File: src/rtl/regfile_wb_arbiter.sv
// ---------------------------------------------------------------------------
// regfile_wb_arbiter
//
// Purpose:
//   Owns the single register-file write port. It shares that port between two
//   writeback requesters, src0 (ALU results) and src1 (load/memory results).
//   Arbitration is round-robin over valid/ready handshakes. Writes to x0 are
//   squashed. A clear sequence zeroes x1..NUM_REGS-1, one register per cycle.
//
// Handshake:
//   A request is transferred on a rising edge where srcN_valid && srcN_ready.
//   srcN_ready is a combinational function of state, both valids and
//   last_grant, and it is asserted only for the granted source. A requester
//   must hold valid, addr and data stable until it sees ready.
//
// Ports:
//   clk, reset_n              rising-edge clock, synchronous active-low reset
//   src0_valid/ready/addr/data  ALU writeback request channel
//   src1_valid/ready/addr/data  load writeback request channel
//   clear_start               request to zero x1..NUM_REGS-1 (sampled in ARB)
//   clear_busy                high while the clear sequence runs
//   clear_done                one-cycle pulse alongside the last clear write
//   rf_writeAddr/Data/Enable  registered register-file write port
// ---------------------------------------------------------------------------
module regfile_wb_arbiter #(
    parameter int DATA_WIDTH = 64,
    parameter int ADDR_WIDTH = 5,
    parameter int NUM_REGS   = 32
) (
    input  logic                  clk,
    input  logic                  reset_n,
    input  logic                  src0_valid,
    output logic                  src0_ready,
    input  logic [ADDR_WIDTH-1:0] src0_addr,
    input  logic [DATA_WIDTH-1:0] src0_data,
    input  logic                  src1_valid,
    output logic                  src1_ready,
    input  logic [ADDR_WIDTH-1:0] src1_addr,
    input  logic [DATA_WIDTH-1:0] src1_data,
    input  logic                  clear_start,
    output logic                  clear_busy,
    output logic                  clear_done,
    output logic [ADDR_WIDTH-1:0] rf_writeAddr,
    output logic [DATA_WIDTH-1:0] rf_writeData,
    output logic                  rf_writeEnable
);

    typedef enum logic {
        ARB   = 1'b0,
        CLEAR = 1'b1
    } state_t;

    localparam logic [ADDR_WIDTH-1:0] LAST_REG = ADDR_WIDTH'(NUM_REGS - 1);
    localparam logic [ADDR_WIDTH-1:0] FIRST_REG = ADDR_WIDTH'(1);

    state_t                state;
    logic [ADDR_WIDTH-1:0] clear_cnt;
    logic                  last_grant;   // index of the most recent winner
    logic                  grant0;
    logic                  grant1;

    // Round-robin grant. On contention the source that did not win last time
    // is chosen; last_grant resets to 1 so src0 wins the first contention.
    always_comb begin
        grant0 = 1'b0;
        grant1 = 1'b0;
        if (state == ARB) begin
            if (src0_valid && src1_valid) begin
                grant0 = last_grant;
                grant1 = ~last_grant;
            end else begin
                grant0 = src0_valid;
                grant1 = src1_valid;
            end
        end
    end

    assign src0_ready = grant0;
    assign src1_ready = grant1;

    always_ff @(posedge clk) begin
        if (!reset_n) begin
            state          <= ARB;
            clear_cnt      <= '0;
            last_grant     <= 1'b1;
            rf_writeAddr   <= '0;
            rf_writeData   <= '0;
            rf_writeEnable <= 1'b0;
            clear_busy     <= 1'b0;
            clear_done     <= 1'b0;
        end else begin
            // Write enable and done are single-cycle strobes; address and
            // data hold their last values when nothing is written.
            rf_writeEnable <= 1'b0;
            clear_done     <= 1'b0;

            case (state)
                ARB: begin
                    // An x0 destination still completes the handshake and
                    // moves last_grant, but never reaches the register file.
                    if (grant0) begin
                        last_grant <= 1'b0;
                        if (src0_addr != '0) begin
                            rf_writeAddr   <= src0_addr;
                            rf_writeData   <= src0_data;
                            rf_writeEnable <= 1'b1;
                        end
                    end else if (grant1) begin
                        last_grant <= 1'b1;
                        if (src1_addr != '0) begin
                            rf_writeAddr   <= src1_addr;
                            rf_writeData   <= src1_data;
                            rf_writeEnable <= 1'b1;
                        end
                    end

                    // A handshake in the same cycle as clear_start is still
                    // issued above; the clear begins with x1 on the next edge.
                    if (clear_start) begin
                        state      <= CLEAR;
                        clear_cnt  <= FIRST_REG;
                        clear_busy <= 1'b1;
                    end
                end

                CLEAR: begin
                    // clear_start is not looked at here, so re-requests
                    // during a clear are dropped rather than queued.
                    rf_writeAddr   <= clear_cnt;
                    rf_writeData   <= '0;
                    rf_writeEnable <= 1'b1;
                    if (clear_cnt == LAST_REG) begin
                        state      <= ARB;
                        clear_cnt  <= '0;
                        clear_busy <= 1'b0;
                        clear_done <= 1'b1;
                    end else begin
                        clear_cnt <= clear_cnt + FIRST_REG;
                    end
                end

                default: begin
                    state <= ARB;
                end
            endcase
        end
    end

endmodule

File: config.mk
export PLATFORM = sky130hd
export DESIGN_NAME = regfile_wb_arbiter
export DESIGN_NICKNAME = d
export VERILOG_FILES = /design/src/rtl/regfile_wb_arbiter.sv
export SDC_FILE = /design/constraint.sdc
export NUM_CORES = 1
export LEC_CHECK = 0
export ABC_CLOCK_PERIOD_IN_PS = 4600
export CAP_MARGIN = 20
export CORE_MARGIN = 2
export CORE_UTILIZATION = 42
export DETAILED_ROUTE_END_ITERATION = 10
export PLACE_DENSITY = 0.82
export RECOVER_POWER = 50
export SYNTH_ARGS = -nofsm -noshare
export SYNTH_HDL_FRONTEND = slang
export SYNTH_SLANG_ARGS = --single-unit
File: constraint.sdc
create_clock -name clk -period 4.6 [get_ports clk]
set_input_delay 0.46 -clock clk [delete_from_list [all_inputs] [get_ports clk]]
set_output_delay 0.46 -clock clk [all_outputs]
set_load 0.01 [all_outputs]
==> impl_metrics.ini <==
[status]
outcome = finished clean

[cts]
path_clk_slew_ns = 0.08
cts_resized = 0
clk_latency_ns = 0.33
htreeDepth = 3
cts_setup_buffers = 0
clockBufferDepth = 2
cts_buffers = 9
cts-root-buf = clkbuf_8
postCtsHoldBufs = 0
cts_tree = done
cts_sinks = 79

[setup_path]
slowest_delay_ns = 0.70
crit_arrival_ns = 2.86
path_max_fanout = 36
cp_num_buf_inv = 2
startpoint_type = primary input
slowest_stage = o211a_2
required_ns = 4.83
worst_setup_path_end_kind = flip-flop
critPathTopFamily = buffers and inverters
path_cells = clkdlybuf4s50_1, nor2b_1, o211a_2, buf_4, nor3_1, a311oi_1
critical_path_class = in2reg

[finish]
multiInputGateArea_sq_um = 2080
final_area_sq_um = 6230
fill_cells = 754
drive_above_1_share_pct = 8.35
num-nets-final = 788
instances_no_fill = 758
antennaDiodeCount = 0
final_core_util_pct = 68.1
syn2layout_area_growth_pct = 59.3
seq_area_sq_um = 1580

[place]
hpwl_mm = 9.20
placedCellCount = 743
dpl-instance-area_sq_um = 6020
gp_congestion = 0.900
port-buffer-count = 216

[synthesis]
synth_area_leader_cell = dfxtp_1
yosysTopAreaCellShare_pct = 40.4
ys_types = 32
synthArstFlopShare_pct = 0
ys.flop_type = dfxtp_1
ys_warn_count = 0
synthTopCellsByArea = dfxtp_1, a311oi_1, nand3_1, nor3_1, nand2_1
synth.ff_latch_count = 79
synth.avg_cell_area_sq_um = 8.48
syn_inst = 461
netlist_area_sq_um = 3910
synth_edf_count = 0
synth_seq_area_share_pct = 40.4
syn_nets = 606

[flow_run]
cap_violations = 0

[timing]
maxSlewViolCount = 0
fin_worst_skew_ns = 0.0105
fin_setup_tns_ns = 0
fin_crit_ns = 2.63
finalHoldViolations = 0
slew_headroom_pct = 50.6
max_freq_mhz = 380
finalCritPeriodShare_pct = 57.2
setup_viol = 0
tightestPinTransition_ns = 0.741
grt_setup_unrepaired = no

[die]
io-pin-count = 217
initial_core_util_pct = 42.7
dieArea_sq_um = 10100
die_y_um = 101
core_area_sq_um = 9150
row_count = 35
die_width_um = 101

[grt]
track_usage_pct = 24.9
antenna_found_initial = 0
grt_start_max_net_pins = 70
grt_pass1_wl_mm = 20.4
grt_overflow_total = 0
grt_pass1_vias = 4221

[detailed_routing]
first_pass_iters = 5
remaining_drc_errors = 0
vias = 4341
routed_wl_mm = 13.1
via_per_inst = 5.73
wl_per_cell_um = 17.2
initialDrtViolationCount = 230
drtAntennaViolNets = 0

[power_and_ir_drop]
ir_worst_vdd_mv = 0.159
comb_power_share_pct = 28.3
power_switching_mw = 0.517
power.density_nw_per_um2 = 297
switching_share_pct = 27.9
share_seq_of_total_power_pct = 42.0
leakagePower_nw = 2.40
total_power_mw = 1.85
p_int_mw = 1.34
power.share.clock_pct = 29.7

[worst_hold_path]
min_path_type = reg2reg
-- cells by family after synthesis --
family	count (synthesis)	share of synthesized area [%]
fa+ha+maj	2	0.640
mux	5	1.28
flops	79	40.4
buf+inv	54	6.69
simple gates	236	30.4
compound gates	85	20.6
-- cells in the final DEF (no fill, tap or decap), types with 5 or more instances in the layout --
cell,n
nor3_1,54
nand4_1,6
nor3_2,10
o311ai_0,5
mux2i_1,5
nor2b_1,9
buf_4,9
a311oi_1,54
nand3_1,69
nand2_1,68
dfxtp_1,79
clkdlybuf4s50_1,145
dlygate4sd3_1,70
a311oi_2,10
clkbuf_8,10
nor2_1,5
-- sequential cells by signal, indices dropped and copies added, names as in the netlist --
| register | flops |
|---|---|
| rf_writeEnable | 1 |
| clear_done | 1 |
| rf_writeAddr | 5 |
| clear_busy | 1 |
| state | 1 |
| rf_writeData | 64 |
| last_grant | 1 |
| clear_cnt | 5 |
-- final cells by class --
type	instances	area share (%)
clock buffer	11	2.27
tap	111	2.23
clock inverter	4	1.12
multi-input combinational	328	33.3
timing repair buffer	225	35.7
sequential	79	25.4
-- power by group through the flow --
stage / clock network, mW / registers [mW] / logic [mW]
after floorplan: 0 / 0.821 / 0.233
after global placement: 0 / 0.796 / 0.535
after detailed placement: 0 / 0.797 / 0.544
after CTS: 0.563 / 0.782 / 0.546
after global routing: 0.593 / 0.787 / 0.565
final: 0.549 / 0.779 / 0.524
-- synth_stat cells, drive strengths merged, types with 2 or more instances --
master	instances
o311ai	5
a21oi	3
or4	2
dfxtp	79
nand2b	4
nor2	5
mux2i	5
nand2	70
o211ai	2
nand3	69
and3	2
a21boi	3
and2	2
nor2b	9
o211a	2
a311oi	64
ha	2
o22ai	3
nor3	64
nand4	6
clkbuf	37
buf	17
nor3b	3
-- worst paths after layout --
kind | start | end | slack [ns] | cells after the start
hold / removal | clear_busy | clear_busy | 0.47 | 2
setup reg to reg | state | rf_writeData[63] | 2.09 | 6
hold reg to reg | clear_busy | clear_busy | 0.47 | 2
setup / recovery | src1_valid | rf_writeData[63] | 1.97 | 6
-- stage by stage --
| stage | hold WS, ns | setup slack [ns] |
|---|---|---|
| global placement | 0.458 | 1.73 |
| global route | 0.503 | 1.84 |
| floorplan | 0.478 | 2.65 |
| detailed placement | 0.469 | 1.62 |
| finish | 0.467 | 1.97 |
| CTS | 0.479 | 1.98 |
-- worst reg2reg max path, stage by stage (launching register included) --
cell and delay [ns]:
dfxtp_1 0.30, buf_4 0.20, nor2b_1 0.32, o211a_2 0.70, buf_4 0.53, nor3_1 0.11
a311oi_1 0.26
-- metal layers --
metal	vias up	wire length [um]	track usage, %
met1	1984	5300	30.8
met3	28	1030	4.99
met5	-	0	0
met4	0	348	10.9
li1	2101	-	-
met2	228	6390	42.1
(Power assumes the default switching activity.)
